**src/rtl/ps2_host_tx_pkg.sv**
```systemverilog
// -----------------------------------------------------------------------------
// ps2_host_tx_pkg
//   Constants shared by the PS/2 host transmitter and the receive path:
//   - PS/2 protocol timing in microseconds (inhibit, start and frame timeouts)
//   - keyboard command codes and the device acknowledge code
//   - us_to_cycles(): converts a microsecond duration into inclk cycles
// -----------------------------------------------------------------------------
package ps2_host_tx_pkg;

   // Protocol timing, microseconds
   localparam int unsigned PS2_INHIBIT_US   = 100;    // clock held low before the request
   localparam int unsigned PS2_START_TMO_US = 15000;  // request to first device clock edge
   localparam int unsigned PS2_FRAME_TMO_US = 2000;   // first device clock edge to ACK

   // Keyboard command set
   localparam logic [7:0] PS2_CMD_SET_LEDS  = 8'hED;
   localparam logic [7:0] PS2_CMD_TYPEMATIC = 8'hF3;
   localparam logic [7:0] PS2_CMD_RESET     = 8'hFF;
   localparam logic [7:0] PS2_RESP_ACK      = 8'hFA;

   // Cycle count for a duration; the product is formed in 64 bits because
   // 15000 us at 50 MHz already exceeds the 32-bit range before the divide.
   function automatic logic [31:0] us_to_cycles(input int unsigned us,
                                                input int unsigned hz);
      return 32'((64'(us) * 64'(hz)) / 64'd1_000_000);
   endfunction

endpackage

```
**src/rtl/ps2_falldet.sv**
```systemverilog
// -----------------------------------------------------------------------------
// ps2_falldet
//   Two-flop synchronizer for one raw PS/2 pin plus a falling-edge strobe.
//   Ports:
//     inclk        in   system clock
//     async_reset  in   asynchronous, active-high reset
//     pin_i        in   raw, asynchronous pin level
//     level        out  synchronized pin level
//     fall         out  one-cycle strobe, synchronized level went 1 -> 0
// -----------------------------------------------------------------------------
module ps2_falldet (
   input  logic inclk,
   input  logic async_reset,
   input  logic pin_i,
   output logic level,
   output logic fall
);

   logic meta;
   logic sync;
   logic sync_d;

   // NOTE: the synchronizer resets to 1 (the idle level of an open-drain bus
   // with pull-up); resetting it to 0 would fabricate a fall strobe as soon as
   // reset releases, which the transmitter would take as a device clock edge.
   always_ff @(posedge inclk or posedge async_reset) begin
      if (async_reset) begin
         meta   <= 1'b1;
         sync   <= 1'b1;
         sync_d <= 1'b1;
      end else begin
         meta   <= pin_i;
         sync   <= meta;
         sync_d <= sync;
      end
   end

   assign level = sync;
   // Decoded straight from flops so the consumer reacts on the very next edge:
   // pin edge -> 2 synchronizer cycles -> 1 registered response cycle.
   assign fall  = sync_d & ~sync;

endmodule

```
**src/rtl/ps2_host_tx.sv**
```systemverilog
// -----------------------------------------------------------------------------
// ps2_host_tx
//   Host-to-device transmitter for the PS/2 keyboard port. Sends one command
//   byte (start bit, 8 data bits LSB first, odd parity, stop) and checks the
//   device acknowledge. Pins are open drain: the block only ever pulls low
//   through the *_oe outputs. The receive path is held off while busy is high.
//   Ports:
//     inclk        in   system clock
//     async_reset  in   asynchronous, active-high reset
//     data[7:0]    in   byte to send, captured when start is accepted
//     start        in   one-cycle request, accepted only in IDLE
//     busy         out  high from accepted start until done
//     done         out  one-cycle pulse at end of transfer
//     error        out  with done: 1 = timeout or NACK; 0 whenever done is 0
//     ps2_clk_i    in   raw clock pin level
//     ps2_data_i   in   raw data pin level
//     ps2_clk_oe   out  1 = pull clock pin low
//     ps2_data_oe  out  1 = pull data pin low
// -----------------------------------------------------------------------------
module ps2_host_tx
   import ps2_host_tx_pkg::*;
#(
   parameter int unsigned INCLK        = 50_000_000,
   parameter int unsigned INHIBIT_US   = PS2_INHIBIT_US,
   parameter int unsigned START_TMO_US = PS2_START_TMO_US,
   parameter int unsigned FRAME_TMO_US = PS2_FRAME_TMO_US
) (
   input  logic       inclk,
   input  logic       async_reset,
   input  logic [7:0] data,
   input  logic       start,
   output logic       busy,
   output logic       done,
   output logic       error,
   input  logic       ps2_clk_i,
   input  logic       ps2_data_i,
   output logic       ps2_clk_oe,
   output logic       ps2_data_oe
);

   // Last timer value of each phase; the timer starts at 0 on phase entry, so
   // a phase of N cycles ends when the timer reads N-1.
   localparam logic [31:0] INHIBIT_LAST = us_to_cycles(INHIBIT_US,   INCLK) - 32'd1;
   localparam logic [31:0] START_LAST   = us_to_cycles(START_TMO_US, INCLK) - 32'd1;
   localparam logic [31:0] FRAME_LAST   = us_to_cycles(FRAME_TMO_US, INCLK) - 32'd1;

   typedef enum logic [3:0] {
      S_IDLE,
      S_INHIBIT,
      S_REQ,
      S_WAIT1,
      S_SHIFT,
      S_ACK,
      S_WAIT_IDLE,
      S_FIN,
      S_FAIL
   } state_t;

   state_t      state;
   logic [31:0] timer;
   logic [31:0] timer_inc;
   logic [7:0]  shreg;      // data bits not yet driven, next one in bit 0
   logic        parity_q;
   logic [3:0]  bit_idx;    // 0..7 data, 8 parity, 9 stop
   logic        nack_q;     // data level sampled on the ACK fall
   logic        fail_req;

   logic        clk_s;
   logic        clk_fall;
   logic        data_s;
   logic        data_fall_unused;

   ps2_falldet u_clk_det (
      .inclk       (inclk),
      .async_reset (async_reset),
      .pin_i       (ps2_clk_i),
      .level       (clk_s),
      .fall        (clk_fall)
   );

   // Only the synchronized level of the data line is of interest.
   ps2_falldet u_data_det (
      .inclk       (inclk),
      .async_reset (async_reset),
      .pin_i       (ps2_data_i),
      .level       (data_s),
      .fall        (data_fall_unused)
   );

   // The timer saturates instead of wrapping so a stuck phase can never alias
   // back below its limit.
   assign timer_inc = (timer == '1) ? timer : timer + 32'd1;

   // Every abort condition in one place so the FSM has a single FAIL entry.
   // NOTE: each signal written in always_comb gets a default before the case,
   // so no path leaves it unassigned and no latch is inferred.
   always_comb begin
      fail_req = 1'b0;
      case (state)
         S_WAIT1:     fail_req = !clk_fall && (timer == START_LAST);
         S_SHIFT,
         S_WAIT_IDLE: fail_req = (timer >= FRAME_LAST);
         S_ACK:       fail_req = nack_q || (timer >= FRAME_LAST);
         default:     fail_req = 1'b0;
      endcase
   end

   // NOTE: all state and outputs update with non-blocking assignments, so
   // every decision below sees the values from before this edge regardless
   // of statement order.
   always_ff @(posedge inclk or posedge async_reset) begin
      if (async_reset) begin
         state       <= S_IDLE;
         timer       <= '0;
         shreg       <= '0;
         parity_q    <= 1'b0;
         bit_idx     <= '0;
         nack_q      <= 1'b0;
         busy        <= 1'b0;
         done        <= 1'b0;
         error       <= 1'b0;
         ps2_clk_oe  <= 1'b0;
         ps2_data_oe <= 1'b0;
      end else begin
         done  <= 1'b0;
         error <= 1'b0;
         timer <= timer_inc;

         if (fail_req) begin
            // Release both lines on the same edge that reports the failure.
            state       <= S_FAIL;
            ps2_clk_oe  <= 1'b0;
            ps2_data_oe <= 1'b0;
            busy        <= 1'b0;
            done        <= 1'b1;
            error       <= 1'b1;
         end else begin
            case (state)
               S_IDLE: begin
                  if (start) begin
                     shreg       <= data;
                     parity_q    <= ~^data;
                     timer       <= '0;
                     busy        <= 1'b1;
                     ps2_clk_oe  <= 1'b1;
                     ps2_data_oe <= 1'b0;
                     state       <= S_INHIBIT;
                  end
               end

               S_INHIBIT: begin
                  if (timer == INHIBIT_LAST) begin
                     ps2_data_oe <= 1'b1;          // start bit, clock still held
                     state       <= S_REQ;
                  end
               end

               S_REQ: begin
                  ps2_clk_oe <= 1'b0;              // hand the clock to the device
                  timer      <= '0;
                  state      <= S_WAIT1;
               end

               S_WAIT1: begin
                  if (clk_fall) begin
                     ps2_data_oe <= ~shreg[0];
                     shreg       <= {1'b0, shreg[7:1]};
                     bit_idx     <= '0;
                     timer       <= '0;           // frame timer starts here
                     state       <= S_SHIFT;
                  end
               end

               S_SHIFT: begin
                  if (clk_fall) begin
                     if (bit_idx == 4'd9) begin
                        nack_q <= data_s;
                        state  <= S_ACK;
                     end else begin
                        bit_idx <= bit_idx + 4'd1;
                        case (bit_idx)
                           4'd7:    ps2_data_oe <= ~parity_q;
                           4'd8:    ps2_data_oe <= 1'b0;  // stop bit: release
                           default: begin
                              ps2_data_oe <= ~shreg[0];
                              shreg       <= {1'b0, shreg[7:1]};
                           end
                        endcase
                     end
                  end
               end

               S_ACK: begin
                  state <= S_WAIT_IDLE;               // NACK leaves via fail_req
               end

               S_WAIT_IDLE: begin
                  if (clk_s && data_s) begin
                     busy  <= 1'b0;
                     done  <= 1'b1;
                     state <= S_FIN;
                  end
               end

               S_FIN, S_FAIL: begin
                  state <= S_IDLE;                    // start is ignored here
               end

               default: begin
                  ps2_clk_oe  <= 1'b0;
                  ps2_data_oe <= 1'b0;
                  busy        <= 1'b0;
                  state       <= S_IDLE;
               end
            endcase
         end
      end
   end

endmodule
```
**config.mk**
```make
export PLATFORM = sky130hd
export DESIGN_NAME = ps2_host_tx
export DESIGN_NICKNAME = d
export VERILOG_FILES = /design/src/rtl/ps2_host_tx_pkg.sv /design/src/rtl/ps2_falldet.sv /design/src/rtl/ps2_host_tx.sv
export SDC_FILE = /design/constraint.sdc
export NUM_CORES = 1
export LEC_CHECK = 0
export CAP_MARGIN = 20
export CELL_PAD_IN_SITES_DETAIL_PLACEMENT = 1
export CELL_PAD_IN_SITES_GLOBAL_PLACEMENT = 2
export CORE_UTILIZATION = 35
export CTS_CLUSTER_DIAMETER = 200
export DETAILED_ROUTE_END_ITERATION = 6
export GPL_TIMING_DRIVEN = 1
export PLACE_DENSITY_LB_ADDON = 0.1
export SLEW_MARGIN = 5
export SYNTH_ARGS = -nofsm -noshare
export SYNTH_HDL_FRONTEND = slang
export SYNTH_HIERARCHICAL = 1
export SYNTH_SLANG_ARGS = --single-unit
```
**constraint.sdc**
```tcl
create_clock -name inclk -period 2.11 [get_ports inclk]
set_clock_uncertainty 0.2 [all_clocks]
set_input_delay 0.633 -clock inclk [delete_from_list [all_inputs] [get_ports inclk]]
set_output_delay 0.633 -clock inclk [all_outputs]
set_load 0.02 [all_outputs]
```
==> impl_metrics.tcl <==
set metrics [dict create \
    run_status "finished with violations" \
    failed_checks "setup timing" \
    worstMarginPinSlew_ps 397 \
    vdd_drop_max_v 0.000569 \
    layout-area-overhead-vs-synth_pct 57.0 \
    critical-path-slowest-cell "sky130_fd_sc_hd__dfrtp_1" \
    global_route.usage.total 0.243 \
    initial_cell_density_of_the_core 0.366 \
    filler_cell_count 1111 \
    timing_max_transition_violations_final 0 \
    largest_fanout_on_the_critical_path 7 \
    place_hpwl_um 8510 \
    holdBufCountCts 0 \
    worstPathArrival_ps 2360 \
    cts-buffers-inserted 9 \
    detail_route.wirelength_um 13600 \
    layout_commonest_cell "sky130_fd_sc_hd__buf_4" \
    seqCellArea_um2 1510 \
    layout_setup_ws_ps -209 \
    std_cell_rows 36 \
    worst_hold_slack_ps 158 \
    post_layout_util 0.575 \
    setup-violations-final 37 \
    global_route.overflow_total 0 \
    most-common-layout-cells "sky130_fd_sc_hd__buf_4, sky130_fd_sc_hd__dfrtp_1, sky130_fd_sc_hd__buf_6" \
    clock_tree_from_tritoncts "done" \
    hold_path.class "reg -> reg" \
    antenna_found_initial 0 \
    io-pin-count 18 \
    swShare 0.383 \
    post-route-cell-area_um2 5730 \
    cp.buffers_inverters 2 \
    cts_sink_count 60 \
    drive_gt1_frac 0.453 \
    clock_tree.root_cell "sky130_fd_sc_hd__clkbuf_8" \
    worstSetupPathType "reg -> reg" \
    mappedNetlistArea_um2 3650 \
    first_global_vias 4035 \
    via_per_inst 5.74 \
    critPathTopFamily "compound AO/OA/AOI/OAI gates" \
    numPortBuffers 17 \
    endpoint_kind "flip-flop" \
    clkLatencyLatePin_ps 360 \
    design.core.area_um2 9950 \
    drt_drc_violations_left 0 \
    first_pass_grt_wire_length_um 20700 \
    detail_route.wl_per_cell_um 20.3 \
    power-per-cell-area_nw_per_um2 826 \
    multi_input_area_um2 2520 \
    syn_area_per_cell_um2 9.02 \
    crit_required_ps 2150 \
    die_height_um 104 \
    seq_power_share 0.327 \
    globalplace.congestion 0.819 \
    largest_stage_delay_on_the_critical_path_ps 410 \
    achievable-frequency_mhz 431 \
    stdcell_count 669 \
    share_comb_of_total_power 0.459 \
    path_cells "nor4_2 > nand4_2 > buf_6 > o31ai_4 > o41ai_4 > buf_6 > a41o_1" \
    clk_path_buf_depth 2 \
    clkTransAtPathRegs_ps 70 \
    slew_headroom 0.735 \
    power.net_switching_uw 1810 \
    maxCapViolations 0 \
    dieWidth_um 104 \
    finalNetCount 549 \
    finalHoldViolCount 0 \
    dpl-instance-area_um2 4680 \
    static-leakage-power_uw 0.00243 \
    detail_route.iter0.violations 105 \
    grt_max_degree 25 \
    detailroute.via_count 3839 \
    synthesis.instances 404 \
    drtPass1Iterations 4 \
    p_clk_frac 0.215 \
    power.internal_uw 2920 \
    rsz0062_at_grt "yes" \
    cts_max_level 3 \
    residual_antenna_violating_net_count_after_detailed_routing 0 \
    postSynthNetCount 421 \
    worst_path_most_repeated_cell "sky130_fd_sc_hd__buf_6" \
    fin_total_pwr_uw 4730 \
    synth.yosys.warnings 6 \
    count_of_antenna_diodes_in_the_layout 0 \
    timing.critical_path.from_type "flip-flop" \
    fin_crit_ps 2320 \
    place_inst 622 \
    die_area_um2 10800 \
    post-route-period-util 1.10 \
]
[power groups by stage]
stage / sequential, uW / combinational [uW] / clock [uW]
floorplan: 1500 / 1160 / 0
global route: 1570 / 2350 / 1070
detailed placement: 1530 / 1860 / 0
global placement: 1530 / 1800 / 0
finish: 1550 / 2170 / 1010
CTS: 1530 / 1980 / 1030
[final timing paths]
kind,startpoint,to,slack [ps],depth (start not counted)
setup / recovery,timer[23]$_DFF_PP0_,done$_DFF_PP0_,-210,7
hold / removal,u_data_det/meta$_DFF_PP1_,u_data_det/level$_DFF_PP1_,160,0
setup reg to reg,timer[23]$_DFF_PP0_,done$_DFF_PP0_,-210,7
hold reg to reg,u_data_det/meta$_DFF_PP1_,u_data_det/level$_DFF_PP1_,160,0
max in group asynchronous,async_reset,shreg[6]$_DFFE_PP0P_,780,3
min in group asynchronous,async_reset,timer[2]$_DFF_PP0_,470,2
[sequential cells by signal (all words and copies together) (netlist names)]
name,flops
timer,32
shreg,8
bit_idx,4
state,4
busy,1
done,1
error,1
nack_q,1
parity_q,1
ps2_clk_oe,1
ps2_data_oe,1
u_clk_det/level,1
u_clk_det/meta,1
u_clk_det/sync_d,1
u_data_det/level,1
u_data_det/meta,1
[routing by layer]
metal	vias to the layer above	routed length [um]	GRT usage	part of all wire
li1	1793	-	-	-
met1	1964	5820	0.300	0.43
met2	58	7100	0.432	0.52
met3	24	405	0.0414	0.030
met4	0	265	0.0704	0.020
met5	-	0	0	0
[area by class of cell]
class,count,area share
multi-input cells,307,0.441
clock buffers,14,0.0319
flip-flops and latches,60,0.264
clock inverters,1,0.000874
inverters,13,0.00918
repair buffers,141,0.224
well taps,133,0.0291
[through the flow]
step                setup WS (ps)  TNS (ps)
finish                       -209     -3590
global route                 -283     -7380
CTS                          -144     -1190
detailed placement           -333     -9700
global placement             -266     -7700
floorplan                   -19.6     -30.5
[repair_timing]
action                     4_1_cts  5_1_grt
setup endpoints to repair       52       52
buffers inserted                19       14
cloned                           3        3
pin swaps                       27       38
gates resized for setup         57      100
(Power assumes the default switching activity.)
